===== src/rtl/bk_pkg.sv =====
// Shared Brent-Kung definitions: default width, pipeline split level, PG bus type
// and the PG / dot-operator cells used by both the adder and subtractor datapaths.
package bk_pkg;

   localparam int BK_WIDTH_DEFAULT = 32;

   function automatic int clog2(input int value);
      int r;
      r = 0;
      while ((1 << r) < value) r++;
      return r;
   endfunction

   // Forward-tree levels 1..split are registered in S2, the rest land in S3.
   function automatic int bk_split_level(input int width);
      return clog2(width) / 2 + 1;
   endfunction

   localparam int BK_PIPE_SPLIT_LEVEL = bk_split_level(BK_WIDTH_DEFAULT);

   typedef struct packed {
      logic [BK_WIDTH_DEFAULT-1:0] p;
      logic [BK_WIDTH_DEFAULT-1:0] g;
   } pg_t;

   // PG cell: returns {g, p}.
   function automatic logic [1:0] bk_pg_cell(input logic x, input logic y);
      return {x & y, x ^ y};
   endfunction

   // Dot operator (hi o lo): returns {g, p}.
   function automatic logic [1:0] bk_dot(input logic g_hi, input logic p_hi,
                                         input logic g_lo, input logic p_lo);
      return {g_hi | (p_hi & g_lo), p_hi & p_lo};
   endfunction

endpackage


===== src/rtl/bk_sub_stage_reg.sv =====
// One elastic pipeline stage: valid bit, skid-free ready logic and a payload register.
// The payload only loads on an accepted beat so it holds while the stage is stalled.
module bk_sub_stage_reg
   import bk_pkg::*;
#(
   parameter int DATA_W   = 2 * BK_WIDTH_DEFAULT,
   parameter bit RST_DATA = 1'b0
)
(
   input  logic              clk,
   input  logic              rst_n,
   input  logic              up_valid,
   input  logic              dn_ready,
   input  logic [DATA_W-1:0] data_d,
   output logic              valid,
   output logic              ready,
   output logic [DATA_W-1:0] data_q
);

   assign ready = ~valid | dn_ready;

   always_ff @(posedge clk or negedge rst_n) begin
      if (!rst_n) begin
         valid <= 1'b0;
      end else if (ready) begin
         valid <= up_valid;
      end
   end

   generate
      if (RST_DATA) begin : g_rst_data
         always_ff @(posedge clk or negedge rst_n) begin
            if (!rst_n) begin
               data_q <= '0;
            end else if (ready && up_valid) begin
               data_q <= data_d;
            end
         end
      end else begin : g_plain_data
         always_ff @(posedge clk) begin
            if (ready && up_valid) begin
               data_q <= data_d;
            end
         end
      end
   endgenerate

endmodule


===== src/rtl/bk_subtractor_pipe.sv =====
// Three-stage Brent-Kung subtractor (diff = a - b - bin) with valid/ready on both sides.
// Define BK_SUB_SATURATE_EN to clamp diff on signed overflow instead of wrapping.
module bk_subtractor_pipe
   import bk_pkg::*;
#(
   parameter int WIDTH = BK_WIDTH_DEFAULT
)
(
   input  logic             clk,
   input  logic             rst_n,
   input  logic             in_valid,
   output logic             in_ready,
   input  logic [WIDTH-1:0] a,
   input  logic [WIDTH-1:0] b,
   input  logic             bin,
   output logic             out_valid,
   input  logic             out_ready,
   output logic [WIDTH-1:0] diff,
   output logic             borrow,
   output logic             ovf,
   output logic             zero
);

   localparam int LVLS  = clog2(WIDTH);
   localparam int SPLIT = bk_split_level(WIDTH);
   localparam int S1_W  = 2 * WIDTH + 3;
   localparam int S2_W  = 3 * WIDTH + 3;
   localparam int S3_W  = WIDTH + 3;

   // Forward levels 1..SPLIT; returns {p, g}. Targets and partners never overlap
   // within a level, so updating in place is safe.
   function automatic logic [2*WIDTH-1:0] prefix_lo(input logic [WIDTH-1:0] p_in,
                                                     input logic [WIDTH-1:0] g_in);
      logic [WIDTH-1:0] p_t;
      logic [WIDTH-1:0] g_t;
      logic [1:0]       gp;
      p_t = p_in;
      g_t = g_in;
      for (int l = 1; l <= SPLIT; l++) begin
         for (int i = 0; i < WIDTH; i++) begin
            if (((i + 1) % (1 << l)) == 0) begin
               gp     = bk_dot(g_t[i], p_t[i], g_t[i - (1 << (l - 1))], p_t[i - (1 << (l - 1))]);
               g_t[i] = gp[1];
               p_t[i] = gp[0];
            end
         end
      end
      return {p_t, g_t};
   endfunction

   // Remaining forward levels then the reverse tree; returns group generate G[i:0].
   function automatic logic [WIDTH-1:0] prefix_hi(input logic [WIDTH-1:0] p_in,
                                                   input logic [WIDTH-1:0] g_in);
      logic [WIDTH-1:0] p_t;
      logic [WIDTH-1:0] g_t;
      logic [1:0]       gp;
      p_t = p_in;
      g_t = g_in;
      for (int l = SPLIT + 1; l <= LVLS; l++) begin
         for (int i = 0; i < WIDTH; i++) begin
            if (((i + 1) % (1 << l)) == 0) begin
               gp     = bk_dot(g_t[i], p_t[i], g_t[i - (1 << (l - 1))], p_t[i - (1 << (l - 1))]);
               g_t[i] = gp[1];
               p_t[i] = gp[0];
            end
         end
      end
      for (int l = LVLS - 1; l >= 1; l--) begin
         for (int i = 0; i < WIDTH; i++) begin
            if ((i >= (1 << l)) && (((i + 1) % (1 << l)) == (1 << (l - 1)))) begin
               gp     = bk_dot(g_t[i], p_t[i], g_t[i - (1 << (l - 1))], p_t[i - (1 << (l - 1))]);
               g_t[i] = gp[1];
               p_t[i] = gp[0];
            end
         end
      end
      return g_t;
   endfunction

   logic v1, v2, v3;
   logic rdy1, rdy2, rdy3;

   // ---------------- S1: PG on (a, ~b), carry-in = ~bin
   logic [WIDTH-1:0] pg_p, pg_g;
   logic [S1_W-1:0]  s1_d, s1_q;

   for (genvar gi = 0; gi < WIDTH; gi++) begin : g_pg
      assign {pg_g[gi], pg_p[gi]} = bk_pg_cell(a[gi], ~b[gi]);
   end

   assign s1_d = {a[WIDTH-1], b[WIDTH-1], ~bin, pg_p, pg_g};

   bk_sub_stage_reg #(.DATA_W(S1_W), .RST_DATA(1'b0)) u_s1 (
      .clk      (clk),
      .rst_n    (rst_n),
      .up_valid (in_valid),
      .dn_ready (rdy2),
      .data_d   (s1_d),
      .valid    (v1),
      .ready    (rdy1),
      .data_q   (s1_q)
   );

   assign in_ready = rdy1;

   // ---------------- S2: carry-in folded into bit 0, lower forward levels
   logic             s1_a_msb, s1_b_msb, s1_c0;
   logic [WIDTH-1:0] s1_p, s1_g;
   logic [WIDTH-1:0] g_fold;
   logic [2*WIDTH-1:0] lo_pg;
   logic [S2_W-1:0]  s2_d, s2_q;

   assign {s1_a_msb, s1_b_msb, s1_c0, s1_p, s1_g} = s1_q;

   always_comb begin
      g_fold    = s1_g;
      g_fold[0] = s1_g[0] | (s1_p[0] & s1_c0);
      lo_pg     = prefix_lo(s1_p, g_fold);
   end

   // The untouched bit propagates ride along for the final sum XOR.
   assign s2_d = {s1_a_msb, s1_b_msb, s1_c0, s1_p, lo_pg};

   bk_sub_stage_reg #(.DATA_W(S2_W), .RST_DATA(1'b0)) u_s2 (
      .clk      (clk),
      .rst_n    (rst_n),
      .up_valid (v1),
      .dn_ready (rdy3),
      .data_d   (s2_d),
      .valid    (v2),
      .ready    (rdy2),
      .data_q   (s2_q)
   );

   // ---------------- S3: upper forward levels, reverse tree, sum and flags
   logic             s2_a_msb, s2_b_msb, s2_c0;
   logic [WIDTH-1:0] s2_p0, s2_lp, s2_lg;
   logic [WIDTH-1:0] carry_g, raw_diff, diff_d;
   logic             borrow_d, ovf_d, zero_d;
   logic [S3_W-1:0]  s3_d, s3_q;

   assign {s2_a_msb, s2_b_msb, s2_c0, s2_p0, s2_lp, s2_lg} = s2_q;

   always_comb begin
      carry_g  = prefix_hi(s2_lp, s2_lg);
      raw_diff = s2_p0 ^ {carry_g[WIDTH-2:0], s2_c0};
      borrow_d = ~carry_g[WIDTH-1];
      ovf_d    = (s2_a_msb ^ s2_b_msb) & (s2_a_msb ^ raw_diff[WIDTH-1]);
`ifdef BK_SUB_SATURATE_EN
      if (ovf_d) begin
         diff_d = s2_a_msb ? {1'b1, {(WIDTH-1){1'b0}}} : {1'b0, {(WIDTH-1){1'b1}}};
      end else begin
         diff_d = raw_diff;
      end
`else
      diff_d = raw_diff;
`endif
      zero_d = ~|diff_d;
   end

   assign s3_d = {borrow_d, ovf_d, zero_d, diff_d};

   bk_sub_stage_reg #(.DATA_W(S3_W), .RST_DATA(1'b1)) u_s3 (
      .clk      (clk),
      .rst_n    (rst_n),
      .up_valid (v2),
      .dn_ready (out_ready),
      .data_d   (s3_d),
      .valid    (v3),
      .ready    (rdy3),
      .data_q   (s3_q)
   );

   assign out_valid = v3;
   assign {borrow, ovf, zero, diff} = s3_q;

endmodule

===== config.mk =====
export PLATFORM = sky130hd
export DESIGN_NAME = bk_subtractor_pipe
export DESIGN_NICKNAME = d
export VERILOG_FILES = /design/src/rtl/bk_pkg.sv /design/src/rtl/bk_sub_stage_reg.sv /design/src/rtl/bk_subtractor_pipe.sv
export SDC_FILE = /design/constraint.sdc
export NUM_CORES = 1
export LEC_CHECK = 0
export CAP_MARGIN = 20
export CORE_AREA = 4 4 119 121
export CTS_BUF_LIST = sky130_fd_sc_hd__clkbuf_4
export DETAILED_ROUTE_END_ITERATION = 7
export DIE_AREA = 0 0 123 125
export GPL_ROUTABILITY_DRIVEN = 0
export PLACE_DENSITY_LB_ADDON = 0.12
export SYNTH_ARGS = -nofsm -noshare
export SYNTH_HDL_FRONTEND = slang
export SYNTH_SLANG_ARGS = --single-unit

===== constraint.sdc =====
create_clock -name clk -period 3.4 [get_ports clk]
set_input_delay 0.51 -clock clk [delete_from_list [all_inputs] [get_ports clk]]
set_output_delay 0.51 -clock clk [all_outputs]
set_load 0.02 [all_outputs]

==> flow_summary.toml <==
[sta]
final_max_slew_viol_count = 0
skew_ns = 0.0175
max_freq_mhz = 390
fin_tns_setup_ns = 0
grt_setup_unrepaired = "no"
finalSetupViolations = 0
max_slew.worst_pin.slew_ns = 0.939
slew_headroom_pct = 37.4
hold_viol_final = 0
fin_crit_ns = 2.56
final_min_period_over_clock_period_pct = 75.4

[clock_network]
cts_tree = "built"
cts_htree_levels = 4
clock_tree.buffer_depth = 2
cts.clk_slew.worst_paths_ns = 0.14
sinks_on_the_clock_net = 185
numCtsBuffers = 17
cts_post_setup_buffers_inserted = 0
cts_resized = 0
clock_latency_ns = 0.56
post_cts_hold_buffer_count = 0
clock_tree.root_cell = "clkbuf_4"

[synth]
post_syn_area_mm2 = 0.00723
yosysSeqAreaShare_pct = 74.2
number_of_synthesized_flops_with_an_enable_pin = 147
yosysMostFrequentCell = "edfxtp_1"
yosys.area_share.xor_xnor_pct = 2.16
synth.top_cells.by_area = "edfxtp_1, dfrtp_1, ha_1, a21o_1, mux2_1"
synth_top_family_by_area = "adder cells"
synthAdderAreaFrac_pct = 8.13
ys_async_sr_fraction_pct = 20.5
syn_avg_cell_area_um2 = 16.6
ys_ff_latch = 185
synthFlopType = "edfxtp_1"
synth_cell_types = 32
synth_warnings = 0
synth_compound_gate_area_share_pct = 6.04
netlist_top_cells_count = "edfxtp_1, ha_1, dfrtp_1"
yosys-mux-area-fraction_pct = 2.49
synth.largest_area_cell = "edfxtp_1"
synthCells = 437
synth_nets = 553
yosys.area.top_type_share_pct = 61.0
synth-simple-area-share_pct = 4.88

[floorplan]
core_area_mm2 = 0.0131
num_io_pins = 106
dieWidth_um = 123
floorplan.initialDensity_pct = 55.3
placementRows = 42
dieHeight_um = 125
floorplan.die_area_mm2 = 0.0154

[routing]
detailedRoute.firstIterationViolations = 306
via_count = 3825
wire_per_inst_um = 17.4
detail_route.drc_violations = 0
post_drt_via_cell_ratio = 5.11
detail_route.wirelength_um = 13000
ant_nets = 0
detailedRoute.firstPassIterationCount = 4

[placement]
port-buffer-count = 105
dpl.hpwl_um = 9310

[grt]
antenna_found_initial = 0
global_route_wire_length_before_repair_um = 20800
vias_in_the_first_global_route = 3973
overflow = 0
grt_usage_pct = 18.1
maximum_number_of_pins_on_one_net_before_global_route_repair = 68

[power_and_ir_drop]
vdd.ir_drop.worst_uv = 242
post-layout-total-power_uw = 5120
power.static_leakage_uw = 0.00360
power.density_mw_per_mm2 = 580

[worst_hold_path]
min_path_type = "in2async"

[setup_path]
timing.critical_path.cells = "a21o_1, a21o_1, a21o_1, a21o_1, ha_1, nor2_2, xor2_2, nand4_1, nor4_1, a22o_1"
cpPeakStageDelay_ns = 0.48
worstPathMaxFanout = 4
rr_worst_depth = 10
critPathRequiredTime_ns = 3.91
worst_r2r_endpoint = "u_s3.data_q[32]$_DFFE_PN0P_"
worstPathBufferInverterCount = 0
timing.reg2reg.setup_slack_ns = 0.84
worst_ep_arrival_time_ns = 3.08
worst_setup_path_start_kind = "flop"
path_delay_family = "compound AO/OA/AOI/OAI gates"
crit_path_end_kind = "flop"
critical_path_cell_count = 10
path_class = "reg2reg"
crit_path_frequent_cell = "a21o_1"
r2r_start = "u_s2.data_q[7]$_DFFE_PP_"
crit_path_top_delay_cell = "edfxtp_1"

[finish]
n_antenna_cell = 0
ratio_of_cells_with_drive_above_1_in_the_final_layout_pct = 6.64
finalCoreUtilization_pct = 67.5
area_growth_syn_to_layout_pct = 22.0
final_nets = 675

[outcome]
outcome = "finished clean"

[job]
drv.max_cap_violation_count = 0
-- per-layer routing --
metal / track usage [%] / vias to the layer above / part of all wire [%]
met5: 0 / - / 0
met1: 24.5 / 1838 / 44
met2: 28.6 / 120 / 49
met4: 6.25 / 0 / 1.1
met3: 4.65 / 12 / 6.1
li1: - / 1855 / -
-- worst max-delay path by stage --
stage / end / slack, ns / startpoint
after floorplan: u_s2.data_q[0]$_DFFE_PP_ / 0.40 / u_s3.valid$_DFFE_PN0P_
after global placement: u_s3.data_q[32]$_DFFE_PN0P_ / 0.95 / u_s2.data_q[7]$_DFFE_PP_
after detailed placement: u_s3.data_q[32]$_DFFE_PN0P_ / 0.83 / u_s2.data_q[7]$_DFFE_PP_
after CTS: u_s3.data_q[32]$_DFFE_PN0P_ / 0.81 / u_s2.data_q[7]$_DFFE_PP_
after global routing: u_s3.data_q[32]$_DFFE_PN0P_ / 0.64 / u_s2.data_q[7]$_DFFE_PP_
final: u_s3.data_q[32]$_DFFE_PN0P_ / 0.84 / u_s2.data_q[7]$_DFFE_PP_
-- report_power, final --
part | switching [uW] | internal, uW | total, uW | leakage (uW)
logic | 508 | 464 | 972 | 0.00155
clock network | 684 | 530 | 1210 | 0.000160
registers | 155 | 2780 | 2940 | 0.00189
total | 1350 | 3780 | 5120 | 0.00360
-- kinds of logic (layout without fill, tap and decap cells) --
| logic type | Yosys count | count (layout) |
|---|---|---|
| DFF | 185 | 185 |
| and+or+nand+nor | 70 | 70 |
| AOI/OAI and AO/OA | 63 | 63 |
| adders and majority gates | 47 | 47 |
| buffers and inverters | 39 | 174 |
| xor gates and xnor gates | 17 | 17 |
| muxes | 16 | 16 |
-- final cells by class --
type                       count  area [um2]
fill                         924        4260
sequential                   185        5370
inverter                      34         128
timing repair buffer         108        1110
clock buffer                  21         158
tap                          176         220
multi-input combinational    213        1720
clock inverter                11         129
-- metrics by stage --
step / area [um2] / hold slack (ns) / setup WS, ns / std cells
finish: 8830 / 0.0738 / 0.835 / 748
global route: 8830 / 0.0805 / 0.643 / 748
CTS: 8830 / 0.0574 / 0.813 / 748
detailed placement: 8540 / 0.410 / 0.832 / 716
global placement: 8540 / 0.402 / 0.950 / 716
floorplan: 7230 / 0.214 / 0.398 / 437
-- layout by cell type, fill, tap and decap left out, types with 4 or more instances in the layout --
cell type        instances
nor2_1                  16
ha_1                    47
and2_1                   7
clkinv_2                 4
mux2_1                  16
clkdlybuf4s50_1        104
inv_1                   34
a21o_1                  36
nand2_1                 19
nand2b_1                 4
nor4_1                   5
edfxtp_1               147
clkbuf_4                21
o21ai_1                 16
dfrtp_1                 38
xor2_1                  13
-- registers in the layout, summed over array words and instances (netlist names) --
register,count
u_s1.data_q,67
u_s1.valid,1
u_s2.data_q,80
u_s2.valid,1
u_s3.data_q,35
u_s3.valid,1
Power figures use the tool's default switching activity.
